**config.mk**
```make
export PLATFORM = sky130hd
export DESIGN_NAME = branch_pc_unit
export DESIGN_NICKNAME = d
export VERILOG_FILES = /design/src/rtl/branch_pc_unit.sv
export SDC_FILE = /design/constraint.sdc
export NUM_CORES = 1
export LEC_CHECK = 0
export ABC_AREA = 1
export CORE_AREA = 2 2 147 177
export DETAILED_ROUTE_END_ITERATION = 12
export DIE_AREA = 0 0 149 179
export PLACE_DENSITY = 0.7
export SLEW_MARGIN = 20
export SYNTH_ARGS = -nofsm -noshare
export SYNTH_HDL_FRONTEND = slang
export SYNTH_SLANG_ARGS = --single-unit
```
**constraint.sdc**
```tcl
create_clock -name clk -period 2.7 [get_ports clk]
set_input_delay 0.27 -clock clk [delete_from_list [all_inputs] [get_ports clk]]
set_output_delay 0.27 -clock clk [all_outputs]
set_load 0.05 [all_outputs]
```
**src/rtl/branch_pc_unit.sv**
```systemverilog
// Fetch PC register with D-stage branch/jump resolution (MIPS delayed-branch style),
// link address, sticky misaligned-target flag and taken/not-taken event counters.
module branch_pc_unit #(
  parameter logic [31:0] RESET_PC = 32'h0000_3000
) (
  input  logic        clk,
  input  logic        reset,
  input  logic        stall,
  input  logic        d_valid,
  input  logic [2:0]  br_op,
  input  logic        equ,
  input  logic        gez,
  input  logic [31:0] pc_d,
  input  logic [15:0] imm16,
  input  logic [25:0] instr_index,
  input  logic [31:0] rs_val,
  output logic [31:0] pc_f,
  output logic [31:0] pc8_d,
  output logic        taken_d,
  output logic        addr_err,
  output logic [31:0] taken_cnt,
  output logic [31:0] ntaken_cnt
);

  typedef enum logic [2:0] {
    OpNone = 3'd0,
    OpBeq  = 3'd1,
    OpBne  = 3'd2,
    OpBgez = 3'd3,
    OpBltz = 3'd4,
    OpJump = 3'd5,
    OpJr   = 3'd6,
    OpRsvd = 3'd7
  } br_op_e;

  br_op_e      op;
  logic        cond;
  logic        is_cond_br;
  logic [31:0] br_target;
  logic [31:0] j_target;
  logic [31:0] target;
  logic        target_misaligned;
  logic        resolve;

  logic [31:0] pc_f_q, pc_f_d;
  logic [31:0] taken_cnt_q, taken_cnt_d;
  logic [31:0] ntaken_cnt_q, ntaken_cnt_d;
  logic        addr_err_q, addr_err_d;

  assign op = br_op_e'(br_op);

  // Branch offset is relative to the delay-slot PC.
  assign br_target = pc_d + 32'd4 + {{14{imm16[15]}}, imm16, 2'b00};
  assign j_target  = {pc_d[31:28], instr_index, 2'b00};

  always_comb begin
    cond       = 1'b0;
    is_cond_br = 1'b0;
    target     = br_target;
    unique case (op)
      OpBeq: begin
        cond       = equ;
        is_cond_br = 1'b1;
      end
      OpBne: begin
        cond       = ~equ;
        is_cond_br = 1'b1;
      end
      OpBgez: begin
        cond       = gez;
        is_cond_br = 1'b1;
      end
      OpBltz: begin
        cond       = ~gez;
        is_cond_br = 1'b1;
      end
      OpJump: begin
        cond   = 1'b1;
        target = j_target;
      end
      OpJr: begin
        cond   = 1'b1;
        target = rs_val;
      end
      OpNone, OpRsvd: begin
        cond = 1'b0;
      end
      default: begin
        cond = 1'b0;
      end
    endcase
  end

  assign taken_d           = d_valid & cond;
  assign pc8_d             = pc_d + 32'd8;
  assign target_misaligned = |target[1:0];
  // A stalled branch is only re-evaluated; it resolves on the first unstalled cycle.
  assign resolve           = ~stall;

  always_comb begin
    pc_f_d       = pc_f_q;
    taken_cnt_d  = taken_cnt_q;
    ntaken_cnt_d = ntaken_cnt_q;
    addr_err_d   = addr_err_q;
    if (resolve) begin
      pc_f_d = taken_d ? target : pc_f_q + 32'd4;
      if (taken_d) begin
        taken_cnt_d = taken_cnt_q + 32'd1;
        if (target_misaligned) begin
          addr_err_d = 1'b1;
        end
      end else if (d_valid && is_cond_br) begin
        ntaken_cnt_d = ntaken_cnt_q + 32'd1;
      end
    end
  end

  always_ff @(posedge clk or posedge reset) begin
    if (reset) begin
      pc_f_q       <= RESET_PC;
      taken_cnt_q  <= 32'd0;
      ntaken_cnt_q <= 32'd0;
      addr_err_q   <= 1'b0;
    end else begin
      pc_f_q       <= pc_f_d;
      taken_cnt_q  <= taken_cnt_d;
      ntaken_cnt_q <= ntaken_cnt_d;
      addr_err_q   <= addr_err_d;
    end
  end

  assign pc_f       = pc_f_q;
  assign taken_cnt  = taken_cnt_q;
  assign ntaken_cnt = ntaken_cnt_q;
  assign addr_err   = addr_err_q;

endmodule

```
# After elaboration in Yosys (flattened, before gate mapping)

Index checks and enable logic that the tools add are counted.

Flip-flop bits (word level): 97
Bits of input ports: 115
Logic and storage cells: 35

Add/sub/neg operators: 6
Equality and inequality tests: 7
Multiplexer cells: 4
Bitwise logic cells: 5
Reductions and logical operators: 9

Operators with widths:

| operator              | count |
|---|---|
| $add 32x1->32 const B | 2 |
| $add 32x3->32 const B | 2 |
| $pmux 32 s2           | 1 |
| $add 32x32->32        | 1 |
| $add 32x4->32 const B | 1 |
| $mux 32               | 1 |
| $eq 3x3->1 const B    | 4 |
| $eq 3x2->1 const B    | 2 |
| $pmux 1 s6            | 1 |
| $reduce_and 3->1      | 2 |
| $reduce_or 2->1       | 3 |
| $not 1->1             | 4 |
| $reduce_or 4->1       | 1 |
| $eq 3x1->1 const B    | 1 |
| $logic_not 3->1       | 1 |
| $reduce_and 2->1      | 1 |
| $and 1x1->1           | 1 |
| $logic_and 1x1->1     | 1 |
| $mux 1                | 1 |

# Logic depth before layout (Yosys ltp)

Gate-level depths: netlist of run 1.

Word-level depth: 6
Depth in mapped cells: 17
Mapped depth without buffers: 17

# Worst setup path before layout of run 1

OpenSTA, ideal clock, no wires.

Path kind: in2out
From: input port pc_d[3]
To: output port pc8_d[27]
Arrival time: 2097 ps
Setup slack: 333 ps
Stages on the path: 9
Buffers on the path: 0
Path through: ha_1 > nand2_2 > nor3_2 > nand2_2 > nor3_4 > nand2_2 > nor3_4 > nand2_2 > xor2_1

Longest elaborated chain between the ends: 1

Ends and longest elaborated chain:

| item            | line | text |
|---|---|---|
| start, declared | 13   | `input logic [31:0] pc_d,` |
| $add 32x4->32   | 95   | `assign pc8_d = pc_d + 32'd8;` |
| end, declared   | 18   | `output logic [31:0] pc8_d,` |

No other way between the ends.

# Final worst setup path of run 1

From: input port pc_d[11]
To: output port pc8_d[27]

The elaborated chain is that of the path after synthesis.

==> metrics, run 1 <==
HPWL Detailed=27.9 mm; Post-Syn Area=0.00985 sq mm; most frequent cell after synthesis=nand2_1; Relative slew margins=60.5%; final worst path period share=97.8%; final worst setup slack=0.0602 ns; power density cells=503 mW/mm^2; crit path cell chain=clkdlybuf4s50_1 > buf_4 > inv_1 > nor3_2 > nand2_2 > nor3_4 > nand2_2 > nor3_4 > nand2_2 > xor2_2 > buf_12; Pre-antenna DRT Iters=5; Syn Inst Count=1553; CTS root buf=clkbuf_16; met2 GRT Util=48.5%; Remaining DRCs=0; drt wl/cell=15.3 um; Post-synth top cells=536 x nand2_1, 203 x inv_1, 160 x nor2_1, 115 x nand3_1, 95 x dfrtp_1; Layout area overhead=41.3%; GR Util met1=28.9%; CTS sink cnt=97; Max VDD drop=0.000306 V; Starting Density=39.2%; chip width=149 um; Inserted Clock Buffers=9; final setup vio count=0; Yosys reg bits=97; Synth area leader=dfrtp_1; largest family of logic cells by synthesized area=simple AND/OR/NAND/NOR gates; Yosys warning total=0; Worst path most repeated cell=nand2_2; Max Clock Freq=379 MHz; worst path required time=2.43 ns; # diodes=0; met3 usage=2.72%; max-cap violation count=0; Yosys top cell area share=24.1%; maximum buffer depth of the clock tree=2; synthesized area per cell=6.34 sq um; share of cells above drive strength 1=10.4%; CTS clock-pin slew for the worst setup and hold paths=0.07 ns; CTS tree=done; Nets=2052; Post-synth EDFFs=0; H-tree Lvls=3; Synth Area in Adders=7.96%; number of I/O pins=245; CP delay by family, top=simple AND/OR/NAND/NOR gates; max incr delay on CP=0.50 ns; Post-Synth XOR/XNOR Area=9.52%; Vias/cell=4.99; Synth area leaders=dfrtp_1 24%, nand2_1 20%, ha_1 7.8%; Crit Path Max Fanout=3; Final Max Slew Viols=0; Final min period=2.64 ns; full die area=0.0267 sq mm; Rows=64; compound-cell area share of the yosys netlist=6.07%; Unique masters post-synth=48; drt initial violations=451; Static Leakage=6.90 nW; Post-Synth Simple-Gate Area=41.9%; Final GP Congestion=1.00; Arr. time, crit path=2.37 ns; grt total ovfl=0; initial antenna violation count=0; Synthesized Nets=1730; status=completed; clk_skew=0.0109 ns; Clock Latency Late Sink=0.35 ns; Seq/Total Area, Yosys=24.7%; vias in the first global route=11000; worst slack, placed=-0.158 ns; Startpoint Class=input pin; via count=11000; Tot GR Track Use=25.5%; fin util=55.3%; CP max-delay cell=clkdlybuf4s50_1; largest net degree at the start of global routing=98; Primary FF master, synth=dfrtp_1; CP bufs+invs=4; remaining antenna violation count=0; Die Y=179 um; critical path endpoint category=output port; Fin. Hold Viols=0; grt peak-use layer=met2; core area=0.0251 sq mm; min-delay worst type=input pin to asynchronous set/reset pin; ys async rst share=100%; final wirelength=33.7 mm; PortBufs=244; first-pass GRT wire length=54.1 mm; Least-Margin Pin Slew=0.590 ns; post-synthesis mux area share=0%; critical path class=input pin to output port
[cell type report]
| type | instances | area [sq um] |
|---|---|---|
| clock buffers | 10 | 229 |
| clock inverters | 6 | 92.6 |
| fillers | 2508 | 11200 |
| inverters | 213 | 806 |
| multi-input cells | 1214 | 6480 |
| flip-flops and latches | 97 | 2430 |
| well taps | 330 | 413 |
| repair buffers | 340 | 3460 |
[logic make-up after synthesis]
group,count (synthesis)
AOI/OAI and AO/OA,97
DFF,97
and+or+nand+nor,948
xor gates and xnor gates,107
adders and majority gates,62
buffers and inverters,242
[registers in the layout, indices dropped and copies added (netlist names)]
register    count
addr_err        1
pc_f           32
taken_cnt      32
ntaken_cnt     32
[report_power, final]
| group | total [mW] | switching [mW] | leakage (nW) | internal, mW |
|---|---|---|---|---|
| combinational | 3.54 | 2.22 | 5.51 | 1.32 |
| sequential | 2.06 | 0.371 | 1.24 | 1.69 |
| clock | 1.39 | 0.577 | 0.149 | 0.816 |
| total | 6.99 | 3.17 | 6.90 | 3.83 |
[worst paths after layout]
| path | cells after the start | slack (ns) | from | to |
|---|---|---|---|---|
| worst max-delay path | 11 | 0.06 | pc_d[11] | pc8_d[27] |
| worst min-delay path | 3 | 0.43 | reset | taken_cnt[15] |
| worst max register to register | 11 | 0.40 | pc_f[2] | pc_f[24] |
| worst min register to register | 2 | 0.49 | pc_f[1] | pc_f[1] |
| max in group asynchronous | 3 | 1.89 | reset | pc_f[12] |
| min in group clk | 2 | 0.49 | pc_f[1] | pc_f[1] |
[layout by cell type, fill, tap and decap left out, types with 5 or more instances in the layout]
master and count:
inv_1 202, nand3_1 114, clkbuf_16 9, o21ai_0 37, nor2_1 160, nor4_1 12, dfrtp_1 95, a22o_1 20
xor2_1 61, a21oi_1 27, nand2_2 7, xnor2_1 44, ha_1 60, clkdlybuf4s50_1 209, nor2_2 5, buf_4 93
buf_12 27, inv_2 7, nand4_1 39, dlymetal6s2s_1 7, or2_2 10, nand2_1 535, nor3_1 40
[per-layer routing]
layer / part of all wire, % / routed length [um]
met4: 3.4 / 1160
met5: 0 / 0
met3: 4.2 / 1430
met2: 52 / 17600
met1: 40 / 13600
[through the flow]
stage	power, mW	instances	setup TNS, ns	instance area [sq um]	hold WS (ns)
after floorplan	4.19	1553	0	9850	0.461
after global placement	5.56	2192	-0.483	13500	0.464
after detailed placement	5.60	2192	-0.953	13500	0.469
after CTS	7.02	2208	-0.00158	13800	0.460
after global routing	7.41	2210	-0.0662	13900	0.491
final	6.99	2210	0	13900	0.435
[worst min-delay path, cell delays in order]
cell and delay (ns):
clkdlybuf4s50_1 0.44, clkinvlp_4 0.10, buf_12 0.42
[what timing repair did]
| action | 4_1_cts | 5_1_grt |
|---|---|---|
| pin swaps | 0 | 6 |
| hold buffers | 0 | 0 |
| buffers inserted | 0 | 2 |
| resized for setup | 2 | 17 |
| endpoints found under the setup margin | 2 | 9 |
Power figures use the tool's default switching activity.
==> run 2: changes to the inputs <==
--- a/config.mk
+++ b/config.mk
@@ -10,6 +10,7 @@
 export DETAILED_ROUTE_END_ITERATION = 12
 export DIE_AREA = 0 0 149 179
 export PLACE_DENSITY = 0.7
+export SKIP_CTS_REPAIR_TIMING = 1
 export SLEW_MARGIN = 20
 export SYNTH_ARGS = -nofsm -noshare
 export SYNTH_HDL_FRONTEND = slang
==> run 2 against run 1 <==
- global-route usage about the same
- total power about the same
- largest power group unchanged
- via count up 0.12%
- sequential share of layout area unchanged
- highest routed layer unchanged
==> metrics, run 2 (synthesis results as in run 1) <==
CTS tree=done; Layout area overhead=41.3%; Cell Int Power=3.83 mW; Pre-antenna DRT Iters=5; worst path required time=2.43 ns; most common cell after layout, fill and taps aside=nand2_1; Final GP Congestion=1.00; met2 GRT Util=48.5%; Max Clock Freq=378 MHz; Final Max Slew Viols=0; final worst path period share=98.0%; Die Y=179 um; final wirelength=33.7 mm; Nets=2052; first-pass GRT wire length=54.1 mm; switching pwr=3.17 mW; clk_skew=0.0110 ns; core area=0.0251 sq mm; Arr. time, crit path=2.38 ns; min-delay worst type=input pin to asynchronous set/reset pin; Combinational Power Share=50.6%; clock power share=19.9%; drt initial violations=454; number of I/O pins=245; grt total ovfl=0; Max VDD drop=0.000306 V; sw frac=45.3%; DP Area=0.0135 sq mm; Final min period=2.65 ns; via count=11000; met3 usage=2.72%; # diodes=0; grt peak-use layer=met2; final setup vio count=0; chip width=149 um; final worst setup slack=0.0543 ns; path depth of the worst reg2reg path=11; Crit Path Max Fanout=3; Power Total=6.99 mW; finished layout cell area=0.0139 sq mm; multi-input logic area=0.00648 sq mm; largest net degree at the start of global routing=98; power density cells=503 mW/mm^2; Startpoint Class=input pin; fin util=55.3%; Sequential Power Share=29.5%; setup slack, reg-to-reg=0.40 ns; worst reg2reg startpoint=pc_f[2]; Reg area=0.00243 sq mm; worst slack, placed=-0.158 ns; commonest non-fill, non-tap cells in the layout=535 x nand2_1, 209 x clkdlybuf4s50_1, 202 x inv_1; Static Leakage=6.90 nW; critical path class=input pin to output port; RR Endpoint=pc_f[24]; Tot GR Track Use=25.5%; Fin. Hold Viols=0; hold slack=0.435 ns; H-tree Lvls=3; Rows=64; status=completed; setup TNS=0 ns; remaining antenna violation count=0; Inserted Clock Buffers=9; share of cells above drive strength 1=10.4%; full die area=0.0267 sq mm; Remaining DRCs=0; critical path endpoint category=output port; Relative slew margins=60.7%; Least-Margin Pin Slew=0.588 ns; drt wl/cell=15.3 um; PortBufs=244; Vias/cell=5.00; vias in the first global route=11000; CTS sink cnt=97; CTS root buf=clkbuf_16; Starting Density=39.2%; # fillers=2508; Placed Cells=2192; CTS clock-pin slew for the worst setup and hold paths=0.07 ns; HPWL Detailed=27.9 mm; max-cap violation count=0; Clock Latency Late Sink=0.35 ns; GR Util met1=28.9%; maximum buffer depth of the clock tree=2; Non-Filler Instances=2210; initial antenna violation count=0
run 2: cell counts in the layout (fill, tap and decap cells not counted):
No cell type changed its count.
run 2: per-layer routing:
| layer | part of all wire, % | up-vias |
|---|---|---|
| li1 | - | 5588 |
| met1 | 40 | 5086 |
| met2 | 52 | 306 |
| met3 | 4.5 | 59 |
| met4 | 3.4 | 0 |
| met5 | 0 | - |
run 2: critical path: stages:
cell and delay, ns:
clkdlybuf4s50_1 0.50, buf_4 0.12, inv_1 0.07, nor3_2 0.26, nand2_2 0.13, nor3_4 0.20, nand2_2 0.12, nor3_4 0.26
nand2_2 0.09, xor2_2 0.19, buf_12 0.16
run 2: how the worst max path moves through the flow:
stage	start	end
final	pc_d[11]	pc8_d[27]
after detailed placement	pc_d[3]	pc_f[23]
after CTS	pc_d[4]	pc8_d[27]
after floorplan	pc_d[3]	pc8_d[27]
after global placement	pc_d[3]	pc_f[23]
after global routing	pc_d[11]	pc8_d[27]
run 2: final cells by class:
cell class | instances | share of cell area (%)
multi-input combinational | 1214 | 46.6
timing repair buffer | 340 | 24.9
sequential | 97 | 17.5
inverter | 213 | 5.79
tap | 330 | 2.97
clock buffer | 10 | 1.65
clock inverter | 6 | 0.665
run 2: power by group through the flow:
stage | combinational [mW] | clock [mW] | sequential [mW]
after floorplan | 1.38 | 0 | 2.81
after global placement | 3.49 | 0 | 2.08
after detailed placement | 3.52 | 0 | 2.08
after CTS | 3.54 | 1.43 | 2.06
after global routing | 3.83 | 1.47 | 2.10
final | 3.54 | 1.39 | 2.06
==> run 3: changes to the inputs <==
--- a/config.mk
+++ b/config.mk
@@ -6,9 +6,10 @@
 export NUM_CORES = 1
 export LEC_CHECK = 0
 export ABC_AREA = 1
-export CORE_AREA = 2 2 147 177
+export CORE_AREA = 10 10 155 185
 export DETAILED_ROUTE_END_ITERATION = 12
-export DIE_AREA = 0 0 149 179
+export DIE_AREA = 0 0 165 195
+export MAX_ROUTING_LAYER = met4
 export PLACE_DENSITY = 0.7
 export SKIP_CTS_REPAIR_TIMING = 1
 export SLEW_MARGIN = 20
==> run 3 against run 2 <==
- sequential power about the same
- global-route usage decreased by 3.0 points
- maximum frequency decreased by 1.4%
- largest power group unchanged
- clock-buffer cell count unchanged
- setup slack got worse by 0.038 ns
- total power decreased by 1.4%
- core utilization increased by 0.055 points
- clock skew decreased by 0.0034 ns
- critical endpoint unchanged
- critical path depth unchanged
- wire length increased by 6.2%
- die area increased by 21%
==> metrics, run 3 (synthesis results as in run 1) <==
crit path cell chain=clkdlybuf4s50_1 > buf_4 > nand2_1 > nor3_2 > nand2_2 > nor3_4 > nand2_2 > nor3_4 > nand2_2 > xor2_2 > buf_12; Die Y=195 um; critical path endpoint category=output port; Remaining DRCs=0; path depth of the worst reg2reg path=11; Inserted Clock Buffers=9; vias in the first global route=11100; number of I/O pins=245; crit path launch=pc_d[9]; full die area=0.0322 sq mm; HPWL Detailed=30.1 mm; CTS tree=done; Worst path most repeated cell=nand2_2; setup slack, reg-to-reg=0.41 ns; clock power share=18.5%; CP delay by family, top=simple AND/OR/NAND/NOR gates; Fin. Hold Viols=0; Rows=64; min-delay worst type=input pin to asynchronous set/reset pin; # fillers=2513; via count=10800; finished layout cell area=0.0139 sq mm; Arr. time, crit path=2.41 ns; Crit Path Max Fanout=4; worst reg2reg startpoint=pc_f[2]; max incr delay on CP=0.50 ns; Clock Latency Late Sink=0.35 ns; share of cells above drive strength 1=10.8%; max-cap violation count=0; status=completed; grt total ovfl=0; Least-Margin Pin Slew=0.598 ns; Vias/cell=4.90; Final min period=2.68 ns; drt initial violations=616; Nets=2057; largest net degree at the start of global routing=98; Final GP Congestion=0.979; first-pass GRT wire length=56.7 mm; setup TNS=0 ns; Layout area overhead=41.5%; switching pwr=3.22 mW; Cell Int Power=3.68 mW; CTS clock-pin slew for the worst setup and hold paths=0.07 ns; final setup vio count=0; hold slack=0.430 ns; core area=0.0251 sq mm; Max VDD drop=0.000322 V; worst path required time=2.43 ns; Startpoint Class=input pin; fin util=55.4%; Tot GR Track Use=22.5%; Max Clock Freq=373 MHz; H-tree Lvls=3; remaining antenna violation count=0; Combinational Power Share=51.6%; Sequential Power Share=29.9%; RSZ-0062 raised after global routing=yes; most common cell after layout, fill and taps aside=nand2_1; RR Endpoint=pc_f[24]; Relative slew margins=60.0%; Crit. path cell count=11; PortBufs=244; final worst path period share=99.4%; drt wl/cell=16.2 um; maximum buffer depth of the clock tree=2; final wirelength=35.8 mm; Final Max Slew Viols=0; CP bufs+invs=3; final worst setup slack=0.0164 ns; # diodes=0; power density cells=495 mW/mm^2; CTS root buf=clkbuf_16; Static Leakage=6.89 nW; chip width=165 um; CP max-delay cell=clkdlybuf4s50_1; clk_skew=0.00760 ns; critical path class=input pin to output port; Starting Density=39.2%; Pre-antenna DRT Iters=9; worst slack, placed=-0.124 ns; commonest non-fill, non-tap cells in the layout=535 x nand2_1, 211 x clkdlybuf4s50_1, 202 x inv_1; initial antenna violation count=0; CTS sink cnt=97; CP endpoint=pc8_d[27]; sw frac=46.6%; DP Area=0.0135 sq mm
==> run 3: cell types whose count changed in the layout (fill, tap and decap cells not counted), sizes merged <==
| cell | change |
|---|---|
| buf | +5 |
| bufinv | -2 |
| dlymetal6s2s | -2 |
| clkinv | -1 |
| clkinvlp | +1 |
| clkdlybuf4s50 | +2 |
| inv | +2 |
==> run 3: final cells by class <==
type                    instances  area [sq um]  share of cell area [%]
multi-input cells            1214          6490                    46.6
repair buffers                345          3500                    25.1
flip-flops and latches         97          2430                    17.4
inverters                     213           806                    5.79
well taps                     330           413                    2.96
clock buffers                  10           239                    1.72
clock inverters                 6          51.3                   0.368
==> run 3: worst register-to-register path, cell delays in order (launching register included) <==
cell     delay [ns]
dfrtp_1        0.55
ha_1           0.32
nand2_1        0.08
nor2_1         0.20
nand2_1        0.13
nor3_1         0.45
or2_2          0.20
nand3_1        0.06
nand2_1        0.08
inv_1          0.03
nand2_1        0.04
nand2_1        0.05
==> run 3: metrics by stage <==
step | cells | power [mW]
floorplan | 1553 | 4.19
global placement | 2194 | 5.61
detailed placement | 2194 | 5.64
CTS | 2210 | 6.94
global route | 2215 | 7.32
finish | 2215 | 6.90
==> run 3: power groups by stage <==
| stage | clock, mW | sequential, mW | combinational (mW) |
|---|---|---|---|
| detailed placement | 0 | 2.08 | 3.55 |
| global placement | 0 | 2.08 | 3.53 |
| CTS | 1.31 | 2.05 | 3.57 |
| global route | 1.36 | 2.10 | 3.86 |
| finish | 1.28 | 2.06 | 3.56 |
| floorplan | 0 | 2.81 | 1.38 |
==> run 3: how the worst min path moves through the flow <==
stage	startpoint	to	slack (ns)	cells after the start
final	reset	ntaken_cnt[3]	0.43	3
after CTS	reset	ntaken_cnt[2]	0.45	3
after detailed placement	pc_f[0]	pc_f[0]	0.46	2
after global placement	addr_err	addr_err	0.46	1
after global routing	reset	taken_cnt[14]	0.49	3
after floorplan	rs_val[2]	pc_f[2]	0.46	2
==> run 3: layer usage <==
metal | wire length, um | GRT usage (%) | part of all wire (%)
met5 | 0 | - | 0
met4 | 988 | 6.57 | 2.8
met3 | 1750 | 3.22 | 4.9
met2 | 18600 | 40.7 | 52
met1 | 14500 | 24.7 | 40
